<file path="src/rtl/shift_sequencer.sv">
// shift_sequencer: multi-cycle SLL/SRL/SRA controller for the execute stage.
// A request is latched on an accepted start and shifted one bit per clock.
// A start/busy/done handshake lets control stall the pipeline meanwhile.
// op = 11 is reported as an error and returns the operand unchanged.
module shift_sequencer #(
    parameter int WIDTH     = 32,
    parameter int AMT_WIDTH = 5
) (
    input  logic                 clock,
    input  logic                 reset,
    input  logic                 start,
    input  logic [WIDTH-1:0]     operand,
    input  logic [AMT_WIDTH-1:0] shamt,
    input  logic [1:0]           op,
    output logic                 ready,
    output logic                 busy,
    output logic                 done,
    output logic                 err,
    output logic [WIDTH-1:0]     result
);

    typedef enum logic [1:0] {
        IDLE  = 2'b00,
        SHIFT = 2'b01,
        DONE  = 2'b10
    } state_t;

    localparam logic [1:0] OP_SLL = 2'b00;
    localparam logic [1:0] OP_SRL = 2'b01;
    localparam logic [1:0] OP_SRA = 2'b10;
    localparam logic [1:0] OP_ILL = 2'b11;

    state_t                 state_q, state_d;
    logic [WIDTH-1:0]       shreg_q, shreg_d;
    logic [AMT_WIDTH-1:0]   cnt_q,   cnt_d;
    logic [1:0]             op_q,    op_d;
    logic                   err_q,   err_d;

    // One-bit shift of the working register for the latched operation.
    logic [WIDTH-1:0]       shreg_step;

    // Single-position shifter: SLL/SRL fill with zero, SRA copies the sign bit.
    always_comb begin
        shreg_step = shreg_q;
        case (op_q)
            OP_SLL:  shreg_step = {shreg_q[WIDTH-2:0], 1'b0};
            OP_SRL:  shreg_step = {1'b0, shreg_q[WIDTH-1:1]};
            OP_SRA:  shreg_step = {shreg_q[WIDTH-1], shreg_q[WIDTH-1:1]};
            default: shreg_step = shreg_q;
        endcase
    end

    // Next-state logic: accept requests in IDLE/DONE, step while in SHIFT.
    always_comb begin
        state_d = state_q;
        shreg_d = shreg_q;
        cnt_d   = cnt_q;
        op_d    = op_q;
        err_d   = err_q;

        case (state_q)
            IDLE, DONE: begin
                if (start) begin
                    shreg_d = operand;
                    op_d    = op;
                    cnt_d   = shamt;
                    err_d   = 1'b0;
                    if (op == OP_ILL) begin
                        // Illegal op completes immediately; the amount is ignored.
                        err_d   = 1'b1;
                        cnt_d   = '0;
                        state_d = DONE;
                    end else if (shamt == '0) begin
                        state_d = DONE;
                    end else begin
                        state_d = SHIFT;
                    end
                end else if (state_q == DONE) begin
                    // DONE is a single-cycle pulse.
                    state_d = IDLE;
                end
            end

            SHIFT: begin
                // Starts are ignored here; there is no request queue.
                shreg_d = shreg_step;
                cnt_d   = cnt_q - AMT_WIDTH'(1);
                if (cnt_q == AMT_WIDTH'(1)) begin
                    state_d = DONE;
                end
            end

            default: begin
                state_d = IDLE;
            end
        endcase
    end

    // State and datapath registers; reset discards any request in flight.
    always_ff @(posedge clock) begin
        if (reset) begin
            state_q <= IDLE;
            shreg_q <= '0;
            cnt_q   <= '0;
            op_q    <= OP_SLL;
            err_q   <= 1'b0;
        end else begin
            state_q <= state_d;
            shreg_q <= shreg_d;
            cnt_q   <= cnt_d;
            op_q    <= op_d;
            err_q   <= err_d;
        end
    end

    // Handshake outputs decode directly from state; err only shows with done.
    always_comb begin
        busy   = (state_q == SHIFT);
        ready  = (state_q != SHIFT);
        done   = (state_q == DONE);
        err    = (state_q == DONE) && err_q;
        result = shreg_q;
    end

endmodule

</file>
<file path="config.mk">
export PLATFORM = sky130hd
export DESIGN_NAME = shift_sequencer
export DESIGN_NICKNAME = d
export VERILOG_FILES = /design/src/rtl/shift_sequencer.sv
export SDC_FILE = /design/constraint.sdc
export NUM_CORES = 1
export LEC_CHECK = 0
export CORE_MARGIN = 4
export CORE_UTILIZATION = 42
export CTS_BUF_LIST = sky130_fd_sc_hd__clkbuf_8
export DETAILED_ROUTE_END_ITERATION = 16
export PLACE_DENSITY = 0.78
export SETUP_SLACK_MARGIN = 0.02
export SYNTH_ARGS = -nofsm -noshare
export SYNTH_HDL_FRONTEND = slang
export SYNTH_SLANG_ARGS = --single-unit
</file>
<file path="constraint.sdc">
create_clock -name clock -period 1.7 [get_ports clock]
set_input_delay 0.425 -clock clock [delete_from_list [all_inputs] [get_ports clock]]
set_output_delay 0.425 -clock clock [all_outputs]
set_load 0.01 [all_outputs]
</file>
==> metrics.sh, run 1 <==
MIN_PATH_TYPE='flip-flop to flip-flop'
FIRST_PASS_GRT_WIRE_LENGTH_MM=9.591
SYNTH_SEQUENTIAL_AREA_RATIO=0.3668
ROW_COUNT=26
GRT_MAX_DEGREE=44
CTS.PATH.MAX_BUFFERS=2
DRT-WIRELENGTH-PER-CELL_UM=17.02
R2R.WORST_PATH.CELLS=6
POST_SYNTH_EDFFS=0
CTS_TREE='built'
SYNTHFLOPTYPE='dfxtp_1'
CRIT_REQUIRED_NS=1.27
FINALMAXSLEWVIOLATIONS=0
PERIOD_NEEDED_NS=1.654
CP_MAX_FO=4
AVGSYNTHCELLAREA_UM2=10.14
NUMBER_OF_ANTENNA_VIOLATIONS_AT_THE_FIRST_CHECK_IN_GLOBAL_ROUTING=0
WIDTH_OF_THE_DIE_UM=81.88
BOUNDARYPINS=78
ASYNC_RESET_FF_FRAC=0
CRIT_CHAIN='clkdlybuf4s50_1'
MOSTFREQUENTLAYOUTCELLS='52 x clkdlybuf4s50_1, 30 x nor3b_1, 30 x o2bb2ai_1'
POST-ROUTE-PERIOD-UTIL=0.9727
MAX-VDD-IR-DROP_mV=0.6241
CTS_BUFFERS=5
CRITICAL_PATH.SLOWEST_CELL='clkdlybuf4s50_1'
FIRST_PASS_ITERS=4
END_KIND='primary output'
DIE_AREA_UM2=6704
WORST_EP_ARRIVAL_TIME_NS=1.23
CRIT_TYPE='flip-flop to primary output'
DRT_ITER0_DRC=91
CLK_ROOT_BUFFER_CELL='clkbuf_8'
INSERTION_DELAY_NS=0.30
ANTENNA_LEFT=0
YS_FF_LATCH=42
FINCLKSKEW_NS=0.002258
DP_HPWL_MM=4.228
POWER_DENSITY_nW_PER_UM2=818.2
NUMBER_OF_H_TREE_BRANCHING_LEVELS=2
RUN_STATUS='finished clean'
NUMBER_OF_NETS_PRODUCED_BY_SYNTHESIS=273
ROUTED-VIA-COUNT=2182
WORSTSETUPPATHDEPTH=1
COUNT_OF_BUFFERS_INSERTED_AT_THE_TOP_LEVEL_PORTS=77
ANTENNA_CELLS_INSERTED=0
CTSHOLDBUFFERS=0
SETUP_VIOL_COUNT_FINAL=0
FINAL_HOLD_VIOL_COUNT=0
CRIT_FAMILY='buffers and inverters'
FINALNETCOUNT=356
CP_SLOWEST_STAGE_DELAY_NS=0.55
NETLIST-CELL-TYPE-COUNT=37
SYNTHESIZED_INSTANCE_COUNT=226
TIMING.CRITICAL_PATH.FROM_TYPE='flip-flop'
ROUTE.FINAL.WIRE_LENGTH_MM=6.468
POWER_LEAKAGE_nW=1.377
NUMCLOCKSINKS=42
POWER.TOTAL_mW=2.865
GRT.TOTAL_USAGE=0.1820
FIRST_GLOBAL_VIAS=1964
FILLER_CELL_COUNT=432
SLEW-LIMIT-HEADROOM=0.7529
RSZ0062_AT_GRT='true'
WORSTHOLDPATHCELLS=2
DIE_Y_UM=81.88
TIMING_WORST_SLEW_PIN_VALUE_NS=0.3656
FLOORPLAN.INITIALDENSITY=0.4404
ACHIEVABLE-FREQUENCY_MHz=604.8
MAXCAPVIOLCOUNT=0
FIN_WORST_HOLD_SLACK_NS=0.4829
DRIVE_ABOVE_1_SHARE=0.2677
GLOBALPLACE.CONGESTION=0.7485
AVGVIACOUNTPERCELL=5.742
FLOW.AREA_GROWTH_FROM_SYNTHESIS_PCT=52.78
GRT.OVERFLOW.TOTAL=0
CLK_TRANSITION_REPORTED_PATHS_NS=0.08
DRT_DRC_VIOLATIONS_LEFT=0
NETLIST_AREA_UM2=2292
LAYOUT.CELLS.MOST_COMMON='clkdlybuf4s50_1'
YS_WARN_COUNT=0
FLOORPLAN.CORE_AREA_UM2=5205
WORST_PATH_BUFS_INVS=1
POST-ROUTE-UTIL=0.6728
==> final timing paths <==
path	from	to	slack [ns]
min reg2reg	op_q[1]	op_q[1]	0.48
min	op_q[1]	op_q[1]	0.48
max reg2reg	state_q[1]	cnt_q[3]	0.11
max	result[29]	result[29]	0.05
==> cells in the mapped netlist (2+ instances only) <==
library cell,n,share of area
inv_1,5,0.0082
nor2_1,9,0.015
clkbuf_1,5,0.0082
o2bb2ai_1,30,0.11
nor2b_1,2,0.0055
nand2_1,11,0.018
a21oi_1,10,0.022
buf_2,12,0.026
dfxtp_1,42,0.37
ha_1,5,0.027
a221oi_2,20,0.13
buf_6,4,0.020
o21ai_0,3,0.0065
a211oi_1,2,0.0065
a221oi_1,11,0.042
nor3b_1,31,0.10
nand3_1,2,0.0044
nand2b_1,3,0.0082
==> flip-flops by register name, summed over array words and instances (netlist names) <==
| register | flops |
|---|---|
| result | 32 |
| cnt_q | 5 |
| op_q | 2 |
| state_q | 2 |
| err_q | 1 |
==> where the power goes <==
part / leakage [nW] / internal, mW / switching (mW)
combinational: 0.967 / 0.482 / 0.390
sequential: 0.351 / 1.09 / 0.110
clock: 0.0579 / 0.433 / 0.359
total: 1.38 / 2.01 / 0.860
==> stage by stage <==
| stage | TNS [ns] | area [µm²] | setup WS, ns | instances |
|---|---|---|---|---|
| detailed placement | -0.4014 | 3231 | -0.1684 | 370 |
| floorplan | 0 | 2292 | 0.09520 | 226 |
| global route | -0.08225 | 3502 | -0.06501 | 380 |
| CTS | 0 | 3342 | 0.02469 | 378 |
| global placement | -0.1370 | 3231 | -0.08835 | 370 |
| finish | 0 | 3502 | 0.04647 | 380 |
==> cell type report <==
type / instances / area, µm² / area share
clock buffer: 5 / 68.82 / 0.01965
clock inverter: 3 / 40.04 / 0.01143
inverter: 6 / 25.02 / 0.007145
multi-input combinational: 155 / 1370 / 0.3912
sequential: 42 / 859.6 / 0.2454
tap: 70 / 87.58 / 0.02501
timing repair buffer: 99 / 1051 / 0.3001
==> per-layer routing <==
layer | GRT usage | part of all wire | vias up
met1 | 0.2458 | 0.43 | 1051
li1 | - | - | 1062
met5 | 0 | 0 | -
met3 | 0.05373 | 0.056 | 8
met2 | 0.2884 | 0.51 | 61
met4 | 0.03488 | 0.0085 | 0
==> logic make-up after synthesis <==
family / count (synthesis) / share of synthesized area
adder cells (fa/ha/maj): 5 / 0.02729
AND/OR/NAND/NOR: 65 / 0.1774
buffers and inverters: 29 / 0.06987
AO/OA/AOI/OAI: 83 / 0.3499
multiplexers: 1 / 0.004912
XOR/XNOR: 1 / 0.003822
flip-flops: 42 / 0.3668
==> what timing repair did <==
action	CTS	global route
setup buffers	0	0
gates resized for setup	29	29
cloned	0	2
setup endpoints to repair	26	46
pin swaps	0	2
==> worst reg2reg max path, delay by kind of cell, from the launching register on <==
kind,cells,cell delay (ns)
simple gates,2,0.49
mux,1,0.37
flops,1,0.31
buf+inv,2,0.24
compound gates,1,0.13
Power figures use the tool's default switching activity.
==> run 2, diff against run 1 <==
ABC_CLOCK_PERIOD_IN_PS = 1700   (was default)
CORE_UTILIZATION = 41   (was 42)
CTS_BUF_LIST = sky130_fd_sc_hd__clkbuf_4 sky130_fd_sc_hd__clkbuf_8 sky130_fd_sc_hd__clkbuf_16   (was sky130_fd_sc_hd__clkbuf_8)
GPL_TIMING_DRIVEN = 0   (was default)
PLACE_DENSITY = 0.76   (was 0.78)
==> run 2 against run 1 <==
Effect of this change:
- non-clock buffer count increased by 7
- critical path depth is 4 higher
- via count decreased by 0.37%
- die area up 2.2%
- clock-buffer cell count up 2
- utilization is 2.8 points lower
- combinational power is 4.7% lower
- cell count rose by 1.8%
- first-iteration DRC count decreased by 18%
- sequential power barely moved
- setup slack worse by 0.015 ns
- critical path type unchanged
- largest cell class unchanged
- largest power group unchanged
==> metrics.sh, run 2 (synthesis results as in run 1) <==
PERIOD_NEEDED_NS=1.669
MAXCAPVIOLCOUNT=0
FINAL_HOLD_VIOL_COUNT=0
POST-ROUTE-PERIOD-UTIL=0.9817
CTSHOLDBUFFERS=0
FIN_WORST_HOLD_SLACK_NS=0.4694
FIRST_PASS_ITERS=4
CRIT_TYPE='flip-flop to primary output'
AVGVIACOUNTPERCELL=5.618
DRT_DRC_VIOLATIONS_LEFT=0
CRIT_CHAIN='and2b_1, buf_6, clkinv_8, buf_8, buf_6'
CRIT_PATH_FREQUENT_CELL='buf_6'
POWER_DENSITY_nW_PER_UM2=800.4
DRIVE_ABOVE_1_SHARE=0.2618
FINCLKSKEW_NS=0.003263
WIDTH_OF_THE_DIE_UM=82.77
MOSTFREQUENTLAYOUTCELLS='48 x clkdlybuf4s50_1, 31 x nor3b_1, 30 x o2bb2ai_1, 30 x dfxtp_1, 23 x a221oi_2'
FLOORPLAN.CORE_AREA_UM2=5270
RUN_STATUS='finished clean'
FIRST_GLOBAL_VIAS=2119
DP_HPWL_MM=4.555
TOTALNEGATIVESETUPSLACK_NS=0
CTS_BUFFERS=5
BOUNDARYPINS=78
POWER_LEAKAGE_nW=1.364
CTS_TREE='built'
SETUP_VIOL_COUNT_FINAL=0
LAYOUT.CELLS.MOST_COMMON='clkdlybuf4s50_1'
GRT_MAX_DEGREE=13
DIE_Y_UM=82.77
NUMCLOCKSINKS=42
MIN_PATH_TYPE='flip-flop to flip-flop'
COUNT_OF_BUFFERS_INSERTED_AT_THE_TOP_LEVEL_PORTS=77
NUMBER_OF_ANTENNA_VIOLATIONS_AT_THE_FIRST_CHECK_IN_GLOBAL_ROUTING=0
INSERTION_DELAY_NS=0.30
CP_SLOWEST_STAGE_DELAY_NS=0.31
DIE_AREA_UM2=6851
POWER.TOTAL_mW=2.722
FIRST_PASS_GRT_WIRE_LENGTH_MM=10.12
TIMING.CRITICAL_PATH.FROM_TYPE='flip-flop'
NUMBER_OF_H_TREE_BRANCHING_LEVELS=2
PLACEMENT.SETUP.WORST_SLACK_NS=-0.2627
DRT-WIRELENGTH-PER-CELL_UM=16.43
FLOW.AREA_GROWTH_FROM_SYNTHESIS_PCT=48.36
GRT.TOTAL_USAGE=0.1894
FLIP_FLOP_COUNT_OF_THE_LARGEST_REGISTER_ALL_COPIES_AND_WORDS_ADDED=32
CRITICAL_PATH.SLOWEST_CELL='dfxtp_1'
GRT.OVERFLOW.TOTAL=0
FLOORPLAN.INITIALDENSITY=0.4349
GLOBALPLACE.CONGESTION=0.8446
END_KIND='primary output'
DRT_ITER0_DRC=75
TIMING_WORST_SLEW_PIN_VALUE_NS=0.4484
ROUTE.FINAL.WIRE_LENGTH_MM=6.358
CRIT_REQUIRED_NS=1.27
ROUTED-VIA-COUNT=2174
WORST_EP_ARRIVAL_TIME_NS=1.24
ROW_COUNT=26
CTS.PATH.MAX_BUFFERS=2
FINALMAXSLEWVIOLATIONS=0
FILLER_CELL_COUNT=449
CLK_TRANSITION_REPORTED_PATHS_NS=0.08
ANTENNA_LEFT=0
RSZ0062_AT_GRT='true'
FINALNETCOUNT=363
MAX-VDD-IR-DROP_mV=0.4217
CLK_ROOT_BUFFER_CELL='clkbuf_8'
LAYOUT_SETUP_WS_NS=0.03111
CP_MAX_FO=8
ACHIEVABLE-FREQUENCY_MHz=599.2
ANTENNA_CELLS_INSERTED=0
SLEW-LIMIT-HEADROOM=0.7011
## run 2: cell types whose count changed in the layout (fill, tap and decap cells not counted), sizes merged
cell           before  now
inv                 6    5
clkbuf              8   10
clkdlybuf4s15       0    2
clkdlybuf4s50      52   48
bufinv              1    0
buf                20   27
dlygate4sd2        13   15
## run 2: per-stage QoR
stage          utilization  area, µm²  std cells
3_5_place_dp        0.5978       3151        373
5_1_grt             0.6453       3401        387
3_3_place_gp        0.5978       3151        373
2_1_floorplan            -       2292        226
4_1_cts             0.6216       3276        380
6_report            0.6453       3401        387
## run 2: path summary, 6_finish.rpt
check / startpoint / end / slack, ns / cells after the start
max reg2reg: state_q[1] / result[10] / 0.11 / 8
min reg2reg: op_q[0] / op_q[0] / 0.47 / 2
max: state_q[1] / ready / 0.03 / 5
min: op_q[0] / op_q[0] / 0.47 / 2
## run 2: metal layers
metal / part of all wire / up-vias / GRT usage
met3: 0.058 / 7 / 0.04320
met2: 0.47 / 56 / 0.3133
met5: 0 / - / 0
li1: - / 1071 / -
met1: 0.46 / 1040 / 0.2424
met4: 0.015 / 0 / 0.06373
## run 2: report_power, final
part / internal, mW / total (mW) / switching (mW) / leakage (nW)
Combinational: 0.453 / 0.832 / 0.379 / 0.962
Sequential: 1.09 / 1.20 / 0.108 / 0.350
Clock: 0.344 / 0.694 / 0.350 / 0.0517
## run 2: layout make-up
class                           count  area, µm²  area share
Buffer                             22      158.9     0.04673
Clock buffer                        7      90.09     0.02649
Clock inverter                      1      5.005    0.001472
Inverter                            6      35.03     0.01030
Multi-Input combinational cell    155       1335      0.3926
Sequential cell                    42      855.8      0.2517
Tap cell                           70      87.58     0.02575
Timing Repair Buffer               84      833.3      0.2450
## run 2: repair_timing
item,4_1_cts,5_1_grt
pin swaps,0,1
endpoints found under the setup margin,59,49
setup buffers,0,7
gates resized for setup,50,24
## run 2: worst max-delay path, delay by kind of cell, from the launching register on
kind | cells | cell delay (ns)
buffers and inverters | 4 | 0.44
DFF | 1 | 0.31
and+or+nand+nor | 1 | 0.19
==> run 3, diff against run 2 <==
CORE_UTILIZATION = 42   (was 41)
CTS_BUF_LIST = sky130_fd_sc_hd__clkbuf_4   (was sky130_fd_sc_hd__clkbuf_4 sky130_fd_sc_hd__clkbuf_8 sky130_fd_sc_hd__clkbuf_16)
PLACE_DENSITY = 0.78   (was 0.76)
SLEW_MARGIN = 20   (was default)
==> run 3 against run 2 <==
Effect of this change:
- flip-flop and latch count unchanged
- wire length decreased by 0.64%
- via count fell by 0.64%
- critical path depth did not move
- clock-buffer cell count unchanged
- highest routed layer unchanged
- global-route usage is 0.43 points higher
- power down 7.3%
- clock skew rose by 0.0053 ns
- clock power is 27% lower
- cell count shrank 1.3%
==> metrics.sh, run 3 (synthesis results as in run 1) <==
RUN_STATUS='finished clean'
CTS.PATH.MAX_BUFFERS=2
LAYOUT_SETUP_WS_NS=0.03554
GLOBALPLACE.CONGESTION=0.7579
CRIT_PATH_FREQUENT_CELL='buf_6'
END_KIND='primary output'
DIE_Y_UM=81.88
PERIOD_NEEDED_NS=1.664
DRT_ITER0_DRC=173
GRT_MAX_DEGREE=12
TIMING.CRITICAL_PATH.FROM_TYPE='flip-flop'
CRITICAL_PATH.SLOWEST_CELL='dfxtp_2'
ROUTE.FINAL.WIRE_LENGTH_MM=6.317
COUNT_OF_BUFFERS_INSERTED_AT_THE_TOP_LEVEL_PORTS=77
CLK_TRANSITION_REPORTED_PATHS_NS=0.12
FINCLKSKEW_NS=0.008579
BOUNDARYPINS=78
FIN_WORST_HOLD_SLACK_NS=0.4912
PLACEMENT.SETUP.WORST_SLACK_NS=-0.2732
SLEW-LIMIT-HEADROOM=0.6652
MET2_WIRELENGTH_MM=3.047
MOSTFREQUENTLAYOUTCELLS='41 x clkdlybuf4s50_1, 33 x dlygate4sd2_1, 30 x nor3b_1'
POWER.TOTAL_mW=2.523
GRT.TOTAL_USAGE=0.1937
FINAL_AREA_UM2=3318
LAYOUT.CELLS.MOST_COMMON='clkdlybuf4s50_1'
FLOW.AREA_GROWTH_FROM_SYNTHESIS_PCT=44.76
ACHIEVABLE-FREQUENCY_MHz=600.8
MAXCAPVIOLCOUNT=0
ROUTED-VIA-COUNT=2160
CRIT_REQUIRED_NS=1.27
CRIT_TYPE='flip-flop to primary output'
FLIP_FLOP_COUNT_OF_THE_LARGEST_REGISTER_ALL_COPIES_AND_WORDS_ADDED=32
TOP_METAL_LAYER_CARRYING_ROUTED_SIGNALS='met4'
DRIVE_ABOVE_1_SHARE=0.3141
CTS_BUFFERS=5
DP_HPWL_MM=4.609
DIE_AREA_UM2=6704
POWER.NET_SWITCHING_mW=0.8114
CP_MAX_FO=3
POWER_DENSITY_nW_PER_UM2=760.2
FLOORPLAN.INITIALDENSITY=0.4404
ANTENNA_LEFT=0
CTS_TREE='built'
FLOORPLAN.CORE_AREA_UM2=5205
WORST_EP_ARRIVAL_TIME_NS=1.24
TIMING_WORST_SLEW_PIN_VALUE_NS=0.5022
NUMCLOCKSINKS=42
FIRST_PASS_GRT_WIRE_LENGTH_MM=10.34
POST-ROUTE-PERIOD-UTIL=0.9791
P_SW_FRAC=0.3217
INTPOWER_mW=1.711
MET3ROUTEDLENGTH_UM=353
FINALNETCOUNT=359
FIRST_PASS_ITERS=4
ROW_COUNT=26
DRT-WIRELENGTH-PER-CELL_UM=16.54
WIDTH_OF_THE_DIE_UM=81.88
FILLER_CELL_COUNT=452
CP_SLOWEST_STAGE_DELAY_NS=0.34
SETUP_VIOL_COUNT_FINAL=0
MIN_PATH_TYPE='flip-flop to flip-flop'
MET1_LENGTH_MM=2.879
CLOCKPOWERSHARE=0.201
PLACEDINSTANCEAREA_UM2=3151
POWER.COMBINATIONAL.FRACTION=0.319
DRT_DRC_VIOLATIONS_LEFT=0
CRIT_CHAIN='and2b_1, buf_6, inv_8, buf_6, buf_6'
FINALMAXSLEWVIOLATIONS=0
FIRST_GLOBAL_VIAS=2166
CLK_ROOT_BUFFER_CELL='clkbuf_4'
GRT.OVERFLOW.TOTAL=0
INSERTION_DELAY_NS=0.35
SHARE_SEQ_OF_TOTAL_POWER=0.480
NUMBER_OF_H_TREE_BRANCHING_LEVELS=2
RSZ0062_AT_GRT='true'
ANTENNA_CELLS_INSERTED=0
NUMBER_OF_ANTENNA_VIOLATIONS_AT_THE_FIRST_CHECK_IN_GLOBAL_ROUTING=0
MAX-VDD-IR-DROP_mV=0.3923
AVGVIACOUNTPERCELL=5.654
FINAL_HOLD_VIOL_COUNT=0
POWER_LEAKAGE_nW=1.230
==> run 3: routing by layer <==
layer  GRT usage  vias up
met3     0.04167        4
met4     0.06977        0
li1            -     1056
met5           0        -
met2      0.3158       54
met1      0.2502     1046
==> run 3: repair_timing <==
action                     CTS  global route
setup endpoints to repair   67            34
hold buffers                 0             0
pin swaps                    0             3
resized for setup           90            14
setup buffers                3             0
==> run 3: power groups by stage <==
stage	logic (mW)	registers (mW)	clock network, mW
2_1_floorplan	0.418	1.22	0
3_3_place_gp	0.792	1.21	0
3_5_place_dp	0.802	1.22	0
4_1_cts	0.784	1.21	0.527
5_1_grt	0.875	1.23	0.566
6_report	0.806	1.21	0.507
==> run 3: cell type report <==
cell class,count,area [µm²],area share
inverters,6,30.03,0.009050
repair buffers,80,743.2,0.2240
well taps,70,87.58,0.02640
clock buffers,7,52.55,0.01584
multi-input cells,155,1365,0.4114
plain buffers,22,160.2,0.04827
flip-flops and latches,42,879.6,0.2651
==> run 3: worst max-delay path, delay by kind of cell, from the launching register on <==
kind          cells  cell delay (ns)
simple gates      1             0.19
flops             1             0.34
buf+inv           4             0.37
==> run 3: worst paths after layout <==
kind / from / endpoint / slack (ns) / cells after the start
max: state_q[1] / ready / 0.04 / 5
min: op_q[1] / op_q[1] / 0.49 / 2
min reg2reg: op_q[1] / op_q[1] / 0.49 / 2
max reg2reg: state_q[1] / result[2] / 0.06 / 8
==> run 3: metrics by stage <==
| stage | TNS (ns) | std cells | utilization |
|---|---|---|---|
| after floorplan | 0 | 226 | - |
| after global placement | -4.374 | 373 | 0.6053 |
| after detailed placement | -5.251 | 373 | 0.6053 |
| after CTS | 0 | 382 | 0.6264 |
| after global routing | -0.04687 | 382 | 0.6375 |
| final | 0 | 382 | 0.6375 |
